[config.mk]
export PLATFORM = sky130hd
export DESIGN_NAME = lcd_scan_driver
export DESIGN_NICKNAME = d
export VERILOG_FILES = /design/src/rtl/lcd_scan_driver.sv
export SDC_FILE = /design/constraint.sdc
export NUM_CORES = 1
export LEC_CHECK = 0
export CORE_MARGIN = 2
export CORE_UTILIZATION = 61
export DETAILED_ROUTE_END_ITERATION = 16
export PLACE_DENSITY = 0.84
export SLEW_MARGIN = 20
export SYNTH_ARGS = -nofsm -noshare
export SYNTH_HDL_FRONTEND = slang
export SYNTH_SLANG_ARGS = --single-unit
[constraint.sdc]
create_clock -name clk -period 3.65 [get_ports clk]
set_input_delay 0.5475 -clock clk [delete_from_list [all_inputs] [get_ports clk]]
set_output_delay 0.5475 -clock clk [all_outputs]
set_load 0.005 [all_outputs]
[src/rtl/lcd_scan_driver.sv]
// Frame scanner: walks the 128x64 frame buffer through the decider pixel port and
// streams row headers plus pixel bytes to a 3-wire serial LCD with a one-byte prefetch.
module lcd_scan_driver #(
  parameter int COLS = 16,
  parameter int ROWS = 64
) (
  input  logic       clk,
  input  logic       rstn,
  input  logic       frame_start,
  output logic       busy,
  output logic       frame_done,
  output logic [9:0] addrD,
  output logic       en,
  input  logic [7:0] dataD,
  output logic       lcd_cs,
  output logic       lcd_sclk,
  output logic       lcd_sdo,
  output logic       lcd_rs
);

  localparam logic [1:0] S_IDLE = 2'd0;
  localparam logic [1:0] S_RUN  = 2'd1;
  localparam logic [1:0] S_DONE = 2'd2;

  localparam logic [1:0] F_A = 2'd0;
  localparam logic [1:0] F_B = 2'd1;
  localparam logic [1:0] F_C = 2'd2;
  localparam logic [1:0] F_D = 2'd3;

  localparam logic [4:0] LAST_ITEM = 5'(COLS);
  localparam logic [5:0] LAST_ROW  = 6'(ROWS - 1);

  logic [1:0] state_r;
  logic [4:0] item_r;
  logic [5:0] row_r;
  logic [1:0] ph_r;
  logic       fetch_done_r;

  logic [7:0] buf_data_r;
  logic       buf_rs_r;
  logic       buf_full_r;

  logic [7:0] sh_byte_r;
  logic [3:0] k_r;
  logic       sh_active_r;

  logic       run_s;
  logic       fetch_on_s;
  logic       wr_en_s;
  logic [7:0] wr_data_s;
  logic       wr_rs_s;
  logic       load_s;
  logic       bypass_s;
  logic [7:0] src_data_s;
  logic       src_rs_s;
  logic [3:0] k_next_s;
  logic       frame_end_s;

  assign run_s      = (state_r == S_RUN);
  assign fetch_on_s = run_s && !fetch_done_r;
  // The shifter may take a new byte when idle or in its last bit phase.
  assign load_s      = run_s && (!sh_active_r || (k_r == 4'd15)) && (buf_full_r || wr_en_s);
  assign bypass_s    = load_s && !buf_full_r;
  assign src_data_s  = buf_full_r ? buf_data_r : wr_data_s;
  assign src_rs_s    = buf_full_r ? buf_rs_r : wr_rs_s;
  assign k_next_s    = k_r + 4'd1;
  assign frame_end_s = run_s && fetch_done_r && !buf_full_r && sh_active_r && (k_r == 4'd15);

  // Fetcher write port into the prefetch buffer
  always_comb begin
    wr_en_s   = 1'b0;
    wr_data_s = 8'd0;
    wr_rs_s   = 1'b0;
    if (fetch_on_s) begin
      if (item_r == 5'd0) begin
        wr_en_s   = !buf_full_r;
        wr_data_s = {2'b10, row_r};
        wr_rs_s   = 1'b0;
      end else if (ph_r == F_D) begin
        wr_en_s   = 1'b1;
        wr_data_s = dataD;
        wr_rs_s   = 1'b1;
      end else begin
        wr_en_s   = 1'b0;
        wr_data_s = 8'd0;
        wr_rs_s   = 1'b0;
      end
    end else begin
      wr_en_s   = 1'b0;
      wr_data_s = 8'd0;
      wr_rs_s   = 1'b0;
    end
  end

  // Top frame FSM with busy, chip select and done pulse
  always_ff @(posedge clk or negedge rstn) begin
    if (!rstn) begin
      state_r    <= S_IDLE;
      busy       <= 1'b0;
      frame_done <= 1'b0;
      lcd_cs     <= 1'b1;
    end else begin
      case (state_r)
        S_IDLE: begin
          frame_done <= 1'b0;
          if (frame_start) begin
            state_r <= S_RUN;
            busy    <= 1'b1;
            lcd_cs  <= 1'b0;
          end
        end
        S_RUN: begin
          if (frame_end_s) begin
            state_r    <= S_DONE;
            busy       <= 1'b0;
            lcd_cs     <= 1'b1;
            frame_done <= 1'b1;
          end else begin
            frame_done <= 1'b0;
          end
        end
        S_DONE: begin
          // busy is already low here, so a request in this cycle is honoured.
          frame_done <= 1'b0;
          if (frame_start) begin
            state_r <= S_RUN;
            busy    <= 1'b1;
            lcd_cs  <= 1'b0;
          end else begin
            state_r <= S_IDLE;
          end
        end
        default: begin
          state_r    <= S_IDLE;
          busy       <= 1'b0;
          frame_done <= 1'b0;
          lcd_cs     <= 1'b1;
        end
      endcase
    end
  end

  // Fetcher: item/row counters and the 4-phase decider handshake
  always_ff @(posedge clk or negedge rstn) begin
    if (!rstn) begin
      item_r       <= 5'd0;
      row_r        <= 6'd0;
      ph_r         <= F_A;
      fetch_done_r <= 1'b0;
      addrD        <= 10'd0;
      en           <= 1'b0;
    end else if (state_r == S_DONE) begin
      fetch_done_r <= 1'b0;
      ph_r         <= F_A;
      en           <= 1'b0;
    end else if (fetch_on_s) begin
      if (item_r == 5'd0) begin
        if (!buf_full_r) begin
          item_r <= 5'd1;
          ph_r   <= F_A;
          addrD  <= {4'd0, row_r};
        end
      end else begin
        case (ph_r)
          F_A: if (!buf_full_r) ph_r <= F_B;
          F_B: begin
            ph_r <= F_C;
            en   <= 1'b1;
          end
          F_C: ph_r <= F_D;
          F_D: begin
            en   <= 1'b0;
            ph_r <= F_A;
            if (item_r == LAST_ITEM) begin
              item_r <= 5'd0;
              if (row_r == LAST_ROW) begin
                row_r        <= 6'd0;
                fetch_done_r <= 1'b1;
              end else begin
                row_r <= row_r + 6'd1;
              end
            end else begin
              // Next column index equals the current item number.
              item_r <= item_r + 5'd1;
              addrD  <= {item_r[3:0], row_r};
            end
          end
          default: begin
            ph_r <= F_A;
            en   <= 1'b0;
          end
        endcase
      end
    end
  end

  // Prefetch buffer; a direct hand-over to an idle shifter leaves it empty
  always_ff @(posedge clk or negedge rstn) begin
    if (!rstn) begin
      buf_data_r <= 8'd0;
      buf_rs_r   <= 1'b0;
      buf_full_r <= 1'b0;
    end else if (!run_s) begin
      buf_full_r <= 1'b0;
    end else if (wr_en_s && !bypass_s) begin
      buf_data_r <= wr_data_s;
      buf_rs_r   <= wr_rs_s;
      buf_full_r <= 1'b1;
    end else if (load_s) begin
      buf_full_r <= 1'b0;
    end
  end

  // Serial shifter: 16 phases per byte, sclk = k[0], MSB first
  always_ff @(posedge clk or negedge rstn) begin
    if (!rstn) begin
      sh_byte_r   <= 8'd0;
      k_r         <= 4'd15;
      sh_active_r <= 1'b0;
      lcd_sclk    <= 1'b0;
      lcd_sdo     <= 1'b0;
      lcd_rs      <= 1'b0;
    end else if (load_s) begin
      sh_byte_r   <= src_data_s;
      k_r         <= 4'd0;
      sh_active_r <= 1'b1;
      lcd_sclk    <= 1'b0;
      lcd_sdo     <= src_data_s[7];
      lcd_rs      <= src_rs_s;
    end else if (sh_active_r && (k_r != 4'd15)) begin
      k_r      <= k_next_s;
      lcd_sclk <= k_next_s[0];
      lcd_sdo  <= sh_byte_r[3'd7 - k_next_s[3:1]];
    end else begin
      sh_active_r <= 1'b0;
      k_r         <= 4'd15;
      lcd_sclk    <= 1'b0;
      lcd_sdo     <= 1'b0;
      lcd_rs      <= 1'b0;
    end
  end

endmodule

==> flow_summary.ini, run 1 <==
[status]
status = completed

[floorplan]
start_util = 0.6439
num_rows = 24
core_um2 = 4444
die_area_um2 = 5255
die_y_um = 72.49
die_x_um = 72.49
ioPinCount = 28

[clock_network]
cts.repair.resized = 0
cts_tree = built
postCtsSetupBuffers = 0
clk_latency_ps = 310
clk_pin_slew_ps = 90
cts-root-buf = clkbuf_8
cts_sinks = 56
numCtsBuffers = 5
cts_max_level = 2
postCtsHoldBufs = 0
clockBufferDepth = 2

[synthesis]
synth_ff_type = dfrtp_1
synth.avg_cell_area_um2 = 11.27
synth_area_um2 = 2861
yosysSeqAreaShare = 0.4919
async_flop_share = 1.000
synth-seq-cells = 56
synth_top_cell_area_share = 0.4460
synth_top_area_cell = dfrtp_1
synth.area.top_cells = dfrtp_1, mux2_2, dfstp_2
synth-edff-count = 0
syn-num-nets = 274
synth_cells = 254
yosys_warnings = 0
synth_cell_types = 49

[sta]
setup_ws_ps = 1015
timing.fmax_ghz = 0.3796
final_max_slew_viol_count = 0
setup_violations = 0
tns_ps = 0
min_period_ps = 2635
max_slew.worst_pin.slew_ps = 966.6
relSlewSlack = 0.3556
hold_viol = 0
clock_skew_ps = 5.031
min_period_over_period = 0.7218
whs_ps = 381.1
grt_setup_unrepaired = false

[placement]
preCtsSetupSlack_ps = 1038
io_buffers = 27
gp_congestion = 0.8732
hpwl_um = 3719

[power_and_ir_drop]
power.internal_w = 0.0008537
p_per_area_nw_per_um2 = 331.1
totalPowerFinal_w = 0.001072
p_seq_frac = 0.592
clockPowerShare = 0.375
p_leak_nw = 1.434
comb_power_share = 0.033
p_switching_w = 0.0002183
swShare = 0.2036
ir_drop_mv = 0.2272

[global_route]
grt_pass1_wl_um = 9059
grt_pass1_vias = 1940
grt_max_degree = 46
gr-usage-all-layers = 0.2251
grt_overflow = 0
antenna_found_initial = 0

[critical_path]
worstPathArrival_ps = 2840
crit_path_start = item_r[0]$_DFFE_PN0P_
worstSetupPathType = reg -> reg
cp_max_fo = 14
cp.required_ps = 3850
r2r-start = item_r[0]$_DFFE_PN0P_
startpoint_type = register
endpoint_kind = register

[routing]
routed_wl_um = 5224
ant_nets = 0
first_iter_violations = 121
drtPass1Iterations = 4
post_drt_via_cell_ratio = 5.982
wl_per_cell_um = 15.78
via_count = 1980
drc = 0

[final_layout]
drive_above_1_share = 0.1649
syn_to_final_growth_pct = 13.16
layout.nets = 298
layout_common_cells = dfrtp_1, clkdlybuf4s50_1, nand2_1, mux2_2, o21ai_0
final_common_cell = dfrtp_1
antenna_cells = 0

[job]
maxCapViolCount = 0

[worst_hold_path]
hp-class = in -> async
==> cell usage after synthesis, types with 2 or more instances <==
library cell,n
dfrtp_1,51
mux2_2,23
nand2_1,23
o21ai_0,18
mux2i_1,12
nor2_1,12
and2_1,9
ha_1,9
a21oi_1,8
inv_1,8
nand3_1,7
dfstp_2,5
buf_2,4
nand2b_1,4
nor2b_1,4
o21a_1,4
o31ai_1,4
xnor2_1,4
clkbuf_1,3
nand4_1,3
nor3b_1,3
a22o_1,2
a31oi_1,2
a32o_1,2
and3_1,2
buf_4,2
mux4_2,2
nor3_1,2
nor4_1,2
==> power groups by stage <==
stage	clock [W]	combinational, W	sequential [W]
4_1_cts	0.000405	0.0000363	0.000635
3_5_place_dp	0	0.0000362	0.000647
3_3_place_gp	0	0.0000352	0.000646
6_report	0.000402	0.0000351	0.000635
2_1_floorplan	0	0.0000101	0.000645
5_1_grt	0.000424	0.0000399	0.000636
==> final cells by class <==
type / count / area [um2]
timing repair buffer: 28 / 272.8
clock buffer: 7 / 76.32
sequential: 56 / 1408
multi-input combinational: 179 / 1356
fill: 323 / 1206
inverter: 8 / 30.03
clock inverter: 1 / 30.03
tap: 52 / 65.06
==> worst max-delay path, stage by stage, from the launching register on <==
cell and delay (ps):
dfrtp_1 420, inv_1 120, ha_1 230, or4b_1 780
a21oi_4 280, nand2_1 300, mux2_2 390
==> per-layer routing <==
metal / vias to the layer above / GRT usage / wire, um
met2: 51 / 0.3568 / 2475
met3: 7 / 0.04444 / 266
met4: 0 / 0.09259 / 93
met1: 968 / 0.3064 / 2389
met5: - / 0 / 0
li1: 954 / - / -
==> final timing paths <==
kind / depth (start not counted) / end / slack, ps
min reg2reg: 1 / addrD[6]$_DFFE_PN0P_ / 500
max in group asynchronous: 2 / buf_data_r[1]$_DFFE_PN0P_ / 2540
max reg2reg: 6 / sh_byte_r[4]$_DFFE_PN0P_ / 1020
min in group clk: 1 / addrD[6]$_DFFE_PN0P_ / 500
min: 1 / item_r[3]$_DFFE_PN0P_ / 380
max: 6 / sh_byte_r[4]$_DFFE_PN0P_ / 1020
==> stage by stage <==
stage                     area, um2  utilization  std cells
final                          3238       0.7286        331
after CTS                      3238       0.7286        331
after global placement         3132       0.7047        323
after floorplan                2861            -        254
after global routing           3238       0.7286        331
after detailed placement       3132       0.7047        323
==> logic make-up (layout without fill, tap and decap cells) <==
group,Yosys count,count (layout),share of synthesized area
XOR/XNOR,5,5,0.01530
multiplexers,37,37,0.1482
buffers and inverters,19,44,0.03410
flip-flops,56,56,0.4919
AND/OR/NAND/NOR,79,79,0.1517
adder cells (fa/ha/maj),9,9,0.03935
AO/OA/AOI/OAI,49,49,0.1194
==> registers in the layout, indices dropped and copies added (netlist names) <==
| name | count |
|---|---|
| buf_full_r | 1 |
| en | 1 |
| row_r | 6 |
| buf_data_r | 8 |
| sh_active_r | 1 |
| sh_byte_r | 8 |
| frame_done | 1 |
| state_r | 2 |
| busy | 1 |
| lcd_sdo | 1 |
| lcd_rs | 1 |
| addrD | 10 |
| lcd_sclk | 1 |
| fetch_done_r | 1 |
| buf_rs_r | 1 |
| k_r | 4 |
| item_r | 5 |
| lcd_cs | 1 |
| ph_r | 2 |
Power figures use the tool's default switching activity.
==> inputs of run 2 (changes only) <==
--- a/config.mk
+++ b/config.mk
@@ -6,9 +6,9 @@
 export NUM_CORES = 1
 export LEC_CHECK = 0
 export CORE_MARGIN = 2
-export CORE_UTILIZATION = 61
+export CORE_UTILIZATION = 51
 export DETAILED_ROUTE_END_ITERATION = 16
-export PLACE_DENSITY = 0.84
+export PLACE_DENSITY = 0.75
 export SLEW_MARGIN = 20
 export SYNTH_ARGS = -nofsm -noshare
 export SYNTH_HDL_FRONTEND = slang
==> constraint.sdc (replaced) <==
create_clock -name clk -period 2.3 [get_ports clk]
set_input_delay 0.345 -clock clk [delete_from_list [all_inputs] [get_ports clk]]
set_output_delay 0.345 -clock clk [all_outputs]
set_load 0.005 [all_outputs]
==> run 2 against run 1 <==
Hold slack worse by 370 ps. Critical path depth is 1 higher. Register-to-register slack got worse by 870 ps. Core utilization fell by 10 points. Sequential share of layout area fell by 2.2 points. Via count up 2.4%. Clock skew increased by 5.6 ps. Combinational power rose by 63%. Final cell count is 12% higher. Count of clock-buffer cells in the layout down 1. Power grew 53%.
==> flow_summary.ini, run 2 (same netlist as run 1, synthesis figures left out) <==
[status]
status = completed

[global_route]
antenna_found_initial = 0
gr-usage-all-layers = 0.1914
grt_pass1_wl_um = 9183
grt_max_degree = 27
grt_pass1_vias = 1868
grt_overflow = 0

[critical_path]
r2r-start = item_r[0]$_DFFE_PN0P_
worstPathArrival_ps = 2360
crit_path_start = item_r[0]$_DFFE_PN0P_
r2r-end = addrD[2]$_DFFE_PN0P_
cp.required_ps = 2510
critPathCapture = addrD[2]$_DFFE_PN0P_
r2r_setup_slack_ps = 150
reg2reg_depth = 7
endpoint_kind = register
worstSetupPathType = reg -> reg
startpoint_type = register
cp_max_fo = 10

[sta]
setup_ws_ps = 149.8
hold_viol = 0
clock_skew_ps = 10.62
timing.fmax_ghz = 0.4651
grt_setup_unrepaired = false
min_period_ps = 2150
tns_ps = 0
setup_violations = 0
relSlewSlack = 0.6191
final_max_slew_viol_count = 0
max_slew.worst_pin.slew_ps = 571.4
min_period_over_period = 0.9349

[placement]
place_area_um2 = 3314
hpwl_um = 4054
preCtsSetupSlack_ps = 119.9
gp_congestion = 0.7773
io_buffers = 27
place_inst = 364

[routing]
drc = 0
routed_wl_um = 5576
via_count = 2028
wl_per_cell_um = 14.99
post_drt_via_cell_ratio = 5.452
first_iter_violations = 114
drtPass1Iterations = 4
ant_nets = 0

[final_layout]
multi_input_area_um2 = 1360
layout.cells.non_filler = 372
drive_above_1_share = 0.2333
regMostFlops = addrD
layout_common_cells = dfrtp_1, clkdlybuf4s50_1, nand2_1, mux2_2, buf_4
syn_to_final_growth_pct = 19.33
design_area_um2 = 3415
top_regs = addrD (10), buf_data_r (8), sh_byte_r (8)
fillers = 451
seq_area_um2 = 1408
antenna_cells = 0
layout.nets = 319
largest_reg_flops = 10
final_common_cell = dfrtp_1

[power_and_ir_drop]
comb_power_share = 0.035
clockPowerShare = 0.351
p_switching_w = 0.0003623
power.internal_w = 0.001277
swShare = 0.2210
p_seq_frac = 0.614
p_per_area_nw_per_um2 = 480.1
totalPowerFinal_w = 0.001639
p_leak_nw = 1.540
ir_drop_mv = 0.2156

[clock_network]
cts.repair.resized = 0
cts_tree = built
clk_latency_ps = 310
numCtsBuffers = 5
clk_pin_slew_ps = 110
cts-root-buf = clkbuf_8
clockBufferDepth = 2
cts_sinks = 56
postCtsHoldBufs = 0
cts_max_level = 2
postCtsSetupBuffers = 0

[floorplan]
die_area_um2 = 6226
die_y_um = 78.91
start_util = 0.5229
ioPinCount = 28
die_x_um = 78.91
core_um2 = 5473
num_rows = 27

[worst_hold_path]
hp-class = in -> async

[job]
maxCapViolCount = 0
-- run 2: cell types whose count changed in the layout (fill, tap and decap cells not counted) --
| cell | change |
|---|---|
| or4b_4 | +1 |
| clkinv_2 | +1 |
| or4b_1 | -1 |
| clkbuf_8 | +1 |
| clkbuf_1 | -2 |
| buf_4 | +21 |
| bufinv_16 | -1 |
| inv_6 | +1 |
-- run 2: layout make-up --
cell class	count	share of cell area
Inverter	8	0.008794
Clock buffer	6	0.02418
Timing Repair Buffer	49	0.1261
Tap cell	72	0.02638
Clock inverter	2	0.004031
Sequential cell	56	0.4122
Multi-Input combinational cell	179	0.3983
-- run 2: how the worst min path moves through the flow --
| stage | depth (start not counted) | to |
|---|---|---|
| after global placement | 1 | item_r[3]$_DFFE_PN0P_ |
| after global routing | 1 | addrD[9]$_DFFE_PN0P_ |
| after floorplan | 0 | addrD[0]$_DFFE_PN0P_ |
| after detailed placement | 1 | item_r[2]$_DFFE_PN0P_ |
| after CTS | 1 | addrD[9]$_DFFE_PN0P_ |
| final | 1 | addrD[9]$_DFFE_PN0P_ |
-- run 2: metrics by stage --
step             util  hold slack [ps]
2_1_floorplan       -            49.41
3_3_place_gp   0.6056            364.7
3_5_place_dp   0.6056            372.4
4_1_cts        0.6232            31.81
5_1_grt        0.6239            46.59
6_report       0.6239            12.70
-- run 2: worst max-delay path: stages, from the launching register on --
cell and delay, ps:
dfrtp_1 390, inv_1 90, ha_1 160, buf_4 120, or3b_2 490, o2bb2ai_1 190
nand2_2 230, mux2_2 370
-- run 2: per-layer routing --
metal | vias up | part of all wire | GRT usage
met5 | - | 0 | 0
met4 | 0 | 0.011 | 0.05690
met3 | 5 | 0.033 | 0.04773
met2 | 34 | 0.46 | 0.2855
met1 | 991 | 0.50 | 0.2785
li1 | 998 | - | -
-- run 2: power by group through the flow --
stage | clock [W] | combinational (W) | sequential [W]
6_report | 0.000575 | 0.0000571 | 0.00101
5_1_grt | 0.000627 | 0.0000648 | 0.00101
3_5_place_dp | 0 | 0.0000591 | 0.00103
2_1_floorplan | 0 | 0.0000160 | 0.00102
4_1_cts | 0.000585 | 0.0000593 | 0.00101
3_3_place_gp | 0 | 0.0000576 | 0.00103
==> inputs of run 3 (changes only) <==
--- a/config.mk
+++ b/config.mk
@@ -8,6 +8,7 @@
 export CORE_MARGIN = 2
 export CORE_UTILIZATION = 51
 export DETAILED_ROUTE_END_ITERATION = 16
+export GPL_ROUTABILITY_DRIVEN = 0
 export PLACE_DENSITY = 0.75
 export SLEW_MARGIN = 20
 export SYNTH_ARGS = -nofsm -noshare
==> results of run 3 <==
No change in the layout: final DEF, timing and power equal those of run 2.
